==> src/rtl/nibble_serial_adder_pkg.sv <==
// Shared constants and types for the nibble-serial adder.
package nibble_serial_adder_pkg;

  localparam int NIBBLE_W = 4;

  typedef enum logic [1:0] {
    ST_IDLE = 2'd0,
    ST_RUN  = 2'd1,
    ST_DONE = 2'd2
  } state_t;

  // Nibble counter width; a one-nibble adder still gets a 1-bit counter.
  function automatic int cnt_w(input int nibbles);
    return (nibbles > 1) ? $clog2(nibbles) : 1;
  endfunction

endpackage

==> src/rtl/nibble_serial_adder_nibble_add4.sv <==
// Combinational 4-bit ripple-carry stage built from 1-bit full-adder cells.
module nibble_add4
  import nibble_serial_adder_pkg::*;
(
  input  logic [NIBBLE_W-1:0] a4,
  input  logic [NIBBLE_W-1:0] b4,
  input  logic                ci,
  output logic [NIBBLE_W-1:0] s4,
  output logic                co
);

  logic [NIBBLE_W:0] c;

  assign c[0] = ci;

  for (genvar i = 0; i < NIBBLE_W; i++) begin : g_fa
    assign s4[i]   = a4[i] ^ b4[i] ^ c[i];
    assign c[i+1]  = (a4[i] & b4[i]) | (c[i] & (a4[i] ^ b4[i]));
  end

  assign co = c[NIBBLE_W];

endmodule

==> src/rtl/nibble_serial_adder.sv <==
// Multi-nibble adder feeding one 4-bit ripple stage a nibble per clock.
// Optional subtract mode: define NIBBLE_SERIAL_ADDER_SUB_EN to add the 'sub' port.
module nibble_serial_adder
  import nibble_serial_adder_pkg::*;
#(
  parameter int NIBBLES = 4
) (
  input  logic                  clk,
  input  logic                  rst_n,
  input  logic                  start,
  input  logic [4*NIBBLES-1:0]  a,
  input  logic [4*NIBBLES-1:0]  b,
  input  logic                  cin,
`ifdef NIBBLE_SERIAL_ADDER_SUB_EN
  input  logic                  sub,
`endif
  output logic                  busy,
  output logic                  done,
  output logic [4*NIBBLES-1:0]  sum,
  output logic                  cout,
  output logic                  ovf
);

  localparam int W  = NIBBLE_W * NIBBLES;
  localparam int CW = cnt_w(NIBBLES);

  state_t          state, state_nx;
  logic [W-1:0]    a_sr, b_sr, res_sr;
  logic [CW-1:0]   cnt;
  logic            cy, a_msb, b_msb;
  logic [W-1:0]    b_ld;
  logic            c_ld;
  logic [NIBBLE_W-1:0] s4;
  logic            co;
  logic            last;
  logic [W+NIBBLE_W-1:0] res_cat;

`ifdef NIBBLE_SERIAL_ADDER_SUB_EN
  // a - b computed as a + ~b + 1; cin is ignored while subtracting.
  assign b_ld = sub ? ~b : b;
  assign c_ld = sub | cin;
`else
  assign b_ld = b;
  assign c_ld = cin;
`endif

  nibble_add4 u_add4 (
    .a4 (a_sr[NIBBLE_W-1:0]),
    .b4 (b_sr[NIBBLE_W-1:0]),
    .ci (cy),
    .s4 (s4),
    .co (co)
  );

  assign last    = (cnt == CW'(NIBBLES - 1));
  // New nibble enters at the top; the concat keeps this legal for NIBBLES=1.
  assign res_cat = {s4, res_sr};

  always_ff @(posedge clk) begin
    if (!rst_n) state <= ST_IDLE;
    else        state <= state_nx;
  end

  always_comb begin
    state_nx = state;
    case (state)
      ST_IDLE: if (start) state_nx = ST_RUN;
      ST_RUN:  if (last)  state_nx = ST_DONE;
      ST_DONE: state_nx = ST_IDLE;
      default: state_nx = ST_IDLE;
    endcase
  end

  always_ff @(posedge clk) begin
    if (!rst_n) begin
      a_sr   <= '0;
      b_sr   <= '0;
      res_sr <= '0;
      cnt    <= '0;
      cy     <= 1'b0;
      a_msb  <= 1'b0;
      b_msb  <= 1'b0;
      sum    <= '0;
      cout   <= 1'b0;
      ovf    <= 1'b0;
    end else begin
      case (state)
        ST_IDLE: if (start) begin
          a_sr   <= a;
          b_sr   <= b_ld;
          cy     <= c_ld;
          cnt    <= '0;
          res_sr <= '0;
          a_msb  <= a[W-1];
          b_msb  <= b_ld[W-1];
        end
        ST_RUN: begin
          res_sr <= res_cat[W+NIBBLE_W-1:NIBBLE_W];
          cy     <= co;
          a_sr   <= a_sr >> NIBBLE_W;
          b_sr   <= b_sr >> NIBBLE_W;
          cnt    <= cnt + CW'(1);
          // Result registers only move on the final nibble so they hold otherwise.
          if (last) begin
            sum  <= res_cat[W+NIBBLE_W-1:NIBBLE_W];
            cout <= co;
            ovf  <= (a_msb == b_msb) && (res_cat[W+NIBBLE_W-1] != a_msb);
          end
        end
        default: ;
      endcase
    end
  end

  assign busy = (state != ST_IDLE);
  assign done = (state == ST_DONE);

endmodule

==> config.mk <==
export PLATFORM = sky130hd
export DESIGN_NAME = nibble_serial_adder
export DESIGN_NICKNAME = d
export VERILOG_FILES = /design/src/rtl/nibble_serial_adder_pkg.sv /design/src/rtl/nibble_serial_adder_nibble_add4.sv /design/src/rtl/nibble_serial_adder.sv
export SDC_FILE = /design/constraint.sdc
export NUM_CORES = 1
export LEC_CHECK = 0
export CAP_MARGIN = 10
export CORE_ASPECT_RATIO = 0.6
export CORE_UTILIZATION = 25
export CTS_BUF_LIST = sky130_fd_sc_hd__clkbuf_8
export CTS_CLUSTER_SIZE = 28
export DETAILED_ROUTE_END_ITERATION = 8
export GPL_ROUTABILITY_DRIVEN = 0
export PLACE_DENSITY = 0.49
export RECOVER_POWER = 50
export SLEW_MARGIN = 20
export SYNTH_ARGS = -nofsm -noshare
export SYNTH_HDL_FRONTEND = slang
export SYNTH_SLANG_ARGS = --single-unit
==> constraint.sdc <==
create_clock -name clk -period 2.5 [get_ports clk]
set_input_delay 0.25 -clock clk [delete_from_list [all_inputs] [get_ports clk]]
set_output_delay 0.25 -clock clk [all_outputs]
set_load 0.02 [all_outputs]
## Word-level counts from Yosys, hierarchy flattened

Cells that the tools add are included.

| operators by class | value |
|---|---|
| add/subtract/negate cells | 1 |
| equal/unequal tests | 7 |
| mux-type cells | 13 |
| bitwise logic cells | 20 |
| reductions and logical operators | 8 |

Operator list:

| kind | count |
|---|---|
| case mux 16 bit (2 select lines) | 3 |
| two-way mux 16 bit | 3 |
| bitwise AND 1 bit | 8 |
| case mux 2 bit (2 select lines) | 2 |
| AND reduction 2 bit | 4 |
| bitwise XOR 1 bit | 8 |
| two-way mux 2 bit | 3 |
| equality test 2 bit, second input constant | 2 |
| inequality test 2 bit, second input constant | 2 |
| OR 1 bit | 4 |
| nonzero test 2 bit | 2 |
| adder 2 x 1 -> 2 bit, second input constant | 1 |
| equality test 2 x 1 -> 1 bit, second input constant | 1 |
| logical NOT 2 bit | 1 |
| case mux 1 bit (2 select lines) | 1 |
| equality test 1 bit | 1 |
| logical AND 1 bit | 1 |
| two-way mux 1 bit | 1 |
| inequality test 1 bit | 1 |

| storage, ports and cells | value |
|---|---|
| bits in registers | 73 |
| bits of input ports | 36 |
| output and inout port bits | 20 |
| logic and storage cells | 60 |

## Depth between registers and ports, before layout

Gate-level depths: netlist (run 1).

| logic depth | value |
|---|---|
| word-level depth | 10 |
| depth in mapped cells | 9 |
| mapped depth without buffers | 9 |

## By module

A second synthesis (run 1) with hierarchy kept.

| second synthesis, totals | value |
|---|---|
| cells, all modules | 302 |
| area, all modules | 3024.2 sq um |

Modules (own cells, without submodules):

| module | times used | cells an instance | area each (sq um) | seq. area each (sq um) |
|---|---|---|---|---|
| nibble_serial_adder | 1 | 288 | 2906.5 | 1381.3 |
| nibble_add4 | 1 | 14 | 117.6 | 0.0 |

## Worst setup path before layout (run 1)

Ideal clock, no wire load.

| path | value |
|---|---|
| path kind | register -> register |
| start | register a_sr[0] |
| end | register ovf |
| library setup time | 74 ps |
| data arrival time | 2093 ps |
| required time | 2426 ps |
| setup slack | 333 ps |
| cell stages (with the launch flop) | 9 |
| path buffers | 0 |
| period minus slack after synthesis | 2167 ps |
| path through | dfxtp_1 inv_1 fa_1 inv_1 fa_1 fa_1 fa_1 nand3b_1 a31oi_1 |

| on the way | value |
|---|---|
| word-level cells in the longest chain between the ends | 10 |
| elaborated cells on any way between the ends | 11 |
| classes of those cells | eq/ne (1); bitwise (9); reduce/logical (1) |

Ends and longest elaborated chain:

| what | line | source |
|---|---|---|
| start, declared | nibble_serial_adder.sv:28 | `logic [W-1:0] a_sr, b_sr, res_sr;` |
| start signal, assigned | nibble_serial_adder.sv:100 | `a_sr <= a_sr >> NIBBLE_W;` |
| bitwise XOR 1 bit | nibble_serial_adder_nibble_add4.sv:18 | `assign c[i+1] = (a4[i] & b4[i]) \| (c[i] & (a4[i] ^ b4[i]));` |
| bitwise AND 1 bit | nibble_serial_adder_nibble_add4.sv:18 |  |
| OR 1 bit * | nibble_serial_adder_nibble_add4.sv:18 |  |
| bitwise AND 1 bit * | nibble_serial_adder_nibble_add4.sv:18 |  |
| OR 1 bit * | nibble_serial_adder_nibble_add4.sv:18 |  |
| bitwise AND 1 bit * | nibble_serial_adder_nibble_add4.sv:18 |  |
| OR 1 bit * | nibble_serial_adder_nibble_add4.sv:18 |  |
| bitwise XOR 1 bit * | nibble_serial_adder_nibble_add4.sv:17 | `assign s4[i] = a4[i] ^ b4[i] ^ c[i];` |
| via s4[3] | nibble_serial_adder.sv:33 | `logic [NIBBLE_W-1:0] s4;` |
| inequality test 1 bit * | nibble_serial_adder.sv:107 | `ovf <= (a_msb == b_msb) && (res_cat[W+NIBBLE_W-1] != a_msb);` |
| logical AND 1 bit * | nibble_serial_adder.sv:107 |  |
| end signal, assigned | nibble_serial_adder.sv:107 |  |
| end, declared | nibble_serial_adder.sv:21 | `output logic ovf` |

Mark *: on every way through the listed nets, which the timed path passes. The rest lies on a longest branch.
A chain may end at the register's enable or synchronous reset.

## Final worst setup path (run 1)

Ends and elaborated chain as after synthesis.

==> flow_summary.ini, run 1 <==
[status]
outcome = complete, no violations

[yosys]
synth_xor_xnor_area_share_pct = 0
synth.net_count = 338
yosys.area_share.simple_pct = 16.2
synth_compound_area_share_pct = 19.3
syn_avg_cell_area_sq_um = 10.1
syn_inst = 297
yosys_warnings = 0
netlist_area_sq_mm = 0.00300
synth_top_family_by_area = compound AO/OA/AOI/OAI gates
synth_cell_type_count = 30
synth_fa_ha_area_share_pct = 3.09
seq_area_frac_synth_pct = 46.1
synth_mux_area_share_pct = 8.69
synth_seq_cells = 69

[floorplanning]
core_area_sq_mm = 0.0115
dieArea_sq_mm = 0.0124
die_w_um = 143
fp-row-count = 30
start_util_pct = 26.1
io_pins = 56
die_h_um = 86.8

[drt]
vias = 2169
drtIter0Drc = 119
top_layer_used = met4
routed_via_density = 4.29
met2_length_um = 2520
wl_um = 6840
drt-met1-wl_um = 3800
avgRoutedWirePerCell_um = 13.5
drc = 0
met3WireLength_um = 484
firstDrtPassIters = 6
antenna_left = 0

[clock_tree]
post_cts.repair.setup_buffers = 0
ctsHtreeMaxLevel = 3
numCtsBuffers = 9
clk_pin_slew_ns = 0.07
cts-root-buf = clkbuf_8
ctsHoldBuffers = 0
insertion_delay_ns = 0.35
cts_sinks = 69
clock_path_buffers = 2
post_cts_resized = 0
cts_tree = done

[power_and_ir_drop]
seq_power_share_pct = 53.4
switchingPower_mw = 0.574
powerDensity_mw_per_mm2 = 595
p_int_mw = 1.65
swShare_pct = 25.8
ir_drop_v = 0.000178
comb_power_share_pct = 13.6
leakagePower_nw = 1.60
clkPwrFrac_pct = 32.9

[global_route]
antenna_found_initial = 0
grt_pass1_wl_um = 11300
grt.total_usage_pct = 12.3
grt.overflow.total = 0
grt_max_degree = 42
grt_pass1_vias = 2165

[timing]
hold_viol = 0
fin_crit_ns = 2.27
tns_ns = 0
setup_viol = 0
max-slew-margin-rel_pct = 8.21
slew_viol_final = 0
finalCritPeriodShare_pct = 91.0
clock_skew_ns = 0.00536
tightest_slew_ns = 1.37
rsz0062_at_grt = no
fmaxAchievable_mhz = 440

[worst_setup_path]
crit_fanout = 4
crit_path_top_delay_cell = fa_1
cp_common_cell = fa_1
worst_ep_required_time_ns = 2.70
path_cells = inv_1 > fa_1 > inv_1 > fa_1 > fa_1 > fa_1 > nand3b_1 > a31oi_1
critPathKind = flip-flop to flip-flop
cp_slowest_stage_delay_ns = 0.56
crit_path_end_kind = flip-flop
start_kind = flip-flop
cp.arrival_ns = 2.47

[hold_path]
min_path_type = flip-flop to flip-flop

[cells_and_area]
n_antenna_cell = 0
multi_input_area_sq_mm = 0.00140
nets = 384
fillers = 1195
regArea_sq_mm = 0.00138
area_growth_pct = 24.8
instances_no_fill = 506
drive_gt1_share_pct = 5.78

[job]
cap_violations = 0

[placement]
portBuffers = 55
dpl.hpwl_um = 4690
dp.cells = 492
==> metal layers <==
layer,vias to the layer above,track usage [%]
met5,-,0
met4,0,2.90
met3,6,6.96
met2,47,16.1
met1,1006,17.1
li1,1110,-
==> power groups by stage <==
| stage | clock network [mW] | logic [mW] | registers (mW) |
|---|---|---|---|
| finish | 0.733 | 0.303 | 1.19 |
| global route | 0.826 | 0.338 | 1.20 |
| CTS | 0.764 | 0.312 | 1.19 |
| detailed placement | 0 | 0.310 | 1.22 |
| global placement | 0 | 0.310 | 1.21 |
| floorplan | 0 | 0.219 | 1.20 |
==> critical path, delay by kind of cell (launching register included) <==
kind / cells / cell delay (ns)
fa+ha+maj: 4 / 1.49
compound gates: 1 / 0.08
flops: 1 / 0.30
buf+inv: 2 / 0.13
simple gates: 1 / 0.12
==> final timing paths <==
| path | startpoint | end | slack, ns | cells past startpoint |
|---|---|---|---|---|
| max | a_sr[0]$_SDFFE_PN0P_ | ovf$_SDFFE_PN0P_ | 0.23 | 8 |
| min | sum[3]$_SDFFE_PN0P_ | sum[3]$_SDFFE_PN0P_ | 0.46 | 2 |
| max reg2reg | a_sr[0]$_SDFFE_PN0P_ | ovf$_SDFFE_PN0P_ | 0.23 | 8 |
| min reg2reg | sum[3]$_SDFFE_PN0P_ | sum[3]$_SDFFE_PN0P_ | 0.46 | 2 |
==> state kept, by name (all words and copies together) (netlist names) <==
name / flops
a_sr: 16
b_sr: 16
sum: 16
res_sr: 12
cnt: 2
state: 2
a_msb: 1
b_msb: 1
cout: 1
cy: 1
ovf: 1
==> cells by family (layout without fill, tap and decap cells) <==
| logic type | Yosys count | after routing |
|---|---|---|
| and+or+nand+nor | 101 | 101 |
| muxes | 26 | 26 |
| adders and majority gates | 5 | 5 |
| buffers and inverters | 29 | 78 |
| AOI/OAI and AO/OA | 67 | 67 |
| DFF | 69 | 69 |
==> synthesized netlist by cell type <==
| library cell | count | area (sq um) |
|---|---|---|
| dfxtp_1 | 69 | 1380 |
| nand2_1 | 67 | 251 |
| mux2i_1 | 26 | 260 |
| o211a_1 | 24 | 240 |
| a21boi_0 | 20 | 150 |
| nor2b_1 | 20 | 125 |
| a22oi_1 | 19 | 143 |
| buf_2 | 6 | 30.0 |
| clkbuf_1 | 6 | 22.5 |
| inv_1 | 6 | 22.5 |
| buf_4 | 4 | 30.0 |
| buf_6 | 4 | 45.0 |
| fa_1 | 4 | 80.1 |
| and3_1 | 3 | 18.8 |
| buf_8 | 3 | 45.0 |
| nand2b_1 | 2 | 12.5 |
| a31oi_1 | 1 | 6.26 |
| and2_1 | 1 | 6.26 |
| and3b_1 | 1 | 8.76 |
| ha_1 | 1 | 12.5 |
| nand3b_1 | 1 | 7.51 |
| nand3b_2 | 1 | 11.3 |
| nor2_1 | 1 | 3.75 |
| nor2b_2 | 1 | 8.76 |
| nor3b_1 | 1 | 7.51 |
| nor3b_4 | 1 | 18.8 |
| o21ai_0 | 1 | 5.00 |
| o21ba_4 | 1 | 16.3 |
| o21bai_4 | 1 | 18.8 |
| or2_2 | 1 | 6.26 |
==> metrics by stage <==
| stage | hold slack, ns | area [sq um] | worst slack, ns | power [mW] | util, % |
|---|---|---|---|---|---|
| 2_1_floorplan | 0.412 | 3000 | 0.333 | 1.42 | - |
| 3_3_place_gp | 0.452 | 3620 | 0.248 | 1.52 | 31.5 |
| 4_1_cts | 0.461 | 3760 | 0.218 | 2.27 | 32.8 |
| 3_5_place_dp | 0.460 | 3620 | 0.224 | 1.53 | 31.5 |
| 6_report | 0.464 | 3740 | 0.225 | 2.22 | 32.5 |
| 5_1_grt | 0.480 | 3740 | 0.129 | 2.36 | 32.5 |
==> layout make-up <==
cell class	instances	area share, %
repair buffers	58	15.8
well taps	160	5.35
flip-flops and latches	69	36.9
multi-input cells	199	37.4
inverters	6	0.602
clock inverters	5	0.602
clock buffers	9	3.31
==> cell usage in the layout, fill, tap and decap left out, types with 2 or more instances in the layout <==
cell type         n
o211a_1          24
nand2b_1          2
buf_12            2
inv_1             8
dfxtp_1          69
clkinv_2          3
clkbuf_8          9
nor3b_1           2
nor2b_1          21
mux2i_1          26
dlygate4sd3_1     5
nand2_1          67
clkdlybuf4s50_1  49
a22oi_1          19
a21boi_0         20
fa_1              4
and3_1            3
Note: power is estimated with default switching activity, not from simulation.
==> run 2: changes to the inputs <==
--- a/config.mk
+++ b/config.mk
@@ -9,6 +9,7 @@
 export CORE_ASPECT_RATIO = 0.6
 export CORE_UTILIZATION = 25
 export CTS_BUF_LIST = sky130_fd_sc_hd__clkbuf_8
+export CTS_CLUSTER_DIAMETER = 50
 export CTS_CLUSTER_SIZE = 28
 export DETAILED_ROUTE_END_ITERATION = 8
 export GPL_ROUTABILITY_DRIVEN = 0
==> results of run 2 <==
The final DEF is identical to that of run 1; final timing and power are the same.
==> run 3: changes to the inputs <==
--- a/config.mk
+++ b/config.mk
@@ -7,14 +7,15 @@
 export LEC_CHECK = 0
 export CAP_MARGIN = 10
 export CORE_ASPECT_RATIO = 0.6
-export CORE_UTILIZATION = 25
+export CORE_UTILIZATION = 30
 export CTS_BUF_LIST = sky130_fd_sc_hd__clkbuf_8
 export CTS_CLUSTER_DIAMETER = 50
 export CTS_CLUSTER_SIZE = 28
 export DETAILED_ROUTE_END_ITERATION = 8
 export GPL_ROUTABILITY_DRIVEN = 0
-export PLACE_DENSITY = 0.49
+export PLACE_DENSITY = 0.56
 export RECOVER_POWER = 50
+export SETUP_SLACK_MARGIN = 0.05
 export SLEW_MARGIN = 20
 export SYNTH_ARGS = -nofsm -noshare
 export SYNTH_HDL_FRONTEND = slang
==> run 3 against run 2 <==
Compared with the run above:
- largest cell class unchanged
- worst setup slack improved by 0.0071 ns
- total power is essentially flat
- critical path depth stayed put
- clock power about the same
- flip-flop and latch count stayed put
- first-iteration DRC count decreased by 9.2%
- sequential share of layout area rose by 0.39 points
- cell area shrank 1.0%
==> flow_summary.ini, run 3 (synthesis results as in run 1) <==
[clock_tree]
cts_sinks = 69
numCtsBuffers = 9
clock_path_buffers = 2
clk_pin_slew_ns = 0.07
ctsHtreeMaxLevel = 3
insertion_delay_ns = 0.35
cts_tree = done
post_cts.repair.setup_buffers = 0
ctsHoldBuffers = 0
cts-root-buf = clkbuf_8
post_cts_resized = 0

[global_route]
grt.overflow.total = 0
grt_pass1_vias = 2134
grt_max_degree = 45
antenna_found_initial = 0
grt.total_usage_pct = 14.2
grt_pass1_wl_um = 11000

[timing]
rsz0062_at_grt = no
setup_viol = 0
slew_viol_final = 0
tightest_slew_ns = 1.15
fin_crit_ns = 2.27
tns_ns = 0
fmaxAchievable_mhz = 441
hold_viol = 0
max-slew-margin-rel_pct = 23.0
clock_skew_ns = 0.0106
finalCritPeriodShare_pct = 90.7

[placement]
dpl.hpwl_um = 4480
portBuffers = 55
placed_area_sq_mm = 0.00357

[drt]
avgRoutedWirePerCell_um = 13.8
wl_um = 6620
firstDrtPassIters = 4
drc = 0
routed_via_density = 4.47
vias = 2141
antenna_left = 0
drtIter0Drc = 108

[floorplanning]
io_pins = 56
core_area_sq_mm = 0.00943
dieArea_sq_mm = 0.0104
start_util_pct = 31.8
fp-row-count = 27
die_h_um = 79.4
die_w_um = 131

[cells_and_area]
nets = 385
top_regs = a_sr x16, b_sr x16, sum x16
drive_gt1_share_pct = 6.02
final_cell_mix = 69 x dfxtp_1, 67 x nand2_1, 36 x clkdlybuf4s50_1
finish.instance_area_sq_mm = 0.00370
final_common_cell = dfxtp_1
n_antenna_cell = 0
area_growth_pct = 23.5

[power_and_ir_drop]
ir_drop_v = 0.000208
powerDensity_mw_per_mm2 = 601
leakagePower_nw = 1.65

[worst_setup_path]
crit_path_end_kind = flip-flop
start_kind = flip-flop
crit_fanout = 4
critPathKind = flip-flop to flip-flop
cp.arrival_ns = 2.46
worst_ep_required_time_ns = 2.70

[hold_path]
min_path_type = flip-flop to flip-flop

[status]
outcome = complete, no violations

[job]
cap_violations = 0
## run 3: stage by stage
step | hold WS, ns | cells | utilization [%] | worst slack (ns) | power (mW)
2_1_floorplan | 0.412 | 297 | - | 0.333 | 1.42
3_3_place_gp | 0.450 | 463 | 37.9 | 0.262 | 1.52
3_5_place_dp | 0.460 | 463 | 37.9 | 0.211 | 1.52
4_1_cts | 0.469 | 479 | 39.5 | 0.214 | 2.26
5_1_grt | 0.490 | 479 | 39.3 | 0.121 | 2.35
6_report | 0.459 | 479 | 39.3 | 0.232 | 2.22
## run 3: metal layers
metal | GRT usage (%) | vias to the layer above | part of all wire, %
met5 | 0 | - | 0
met4 | 4.83 | 0 | 1.3
met3 | 5.83 | 8 | 5.2
met2 | 17.8 | 43 | 36
met1 | 21.2 | 973 | 57
li1 | - | 1117 | -
## run 3: layout make-up
cell class / count / area, sq um
Tap cell: 130 / 163
Clock inverter: 7 / 28.8
Timing Repair Buffer: 59 / 582
Clock buffer: 9 / 124
Sequential cell: 69 / 1380
Inverter: 6 / 22.5
Multi-Input combinational cell: 199 / 1400
Fill cell: 968 / 5730
## run 3: path summary, 6_finish.rpt
kind                        start                  end  slack [ns]  cells past startpoint
min           sum[0]$_SDFFE_PN0P_  sum[0]$_SDFFE_PN0P_        0.46                      2
max          a_sr[0]$_SDFFE_PN0P_     ovf$_SDFFE_PN0P_        0.23                      8
min reg2reg   sum[0]$_SDFFE_PN0P_  sum[0]$_SDFFE_PN0P_        0.46                      2
max reg2reg  a_sr[0]$_SDFFE_PN0P_     ovf$_SDFFE_PN0P_        0.23                      8
## run 3: critical path: stages, from the launching register on
cell and delay [ns]:
dfxtp_1 0.30, inv_1 0.08, fa_1 0.17, inv_1 0.05, fa_1 0.37, fa_1 0.38, fa_1 0.56, nand3b_1 0.12
a31oi_1 0.08
## run 3: where the power goes
part           internal [mW]  switching (mW)  total (mW)
sequential              1.15          0.0397        1.19
combinational          0.158           0.137       0.295
clock                  0.338           0.397       0.735
total                   1.65           0.573        2.22
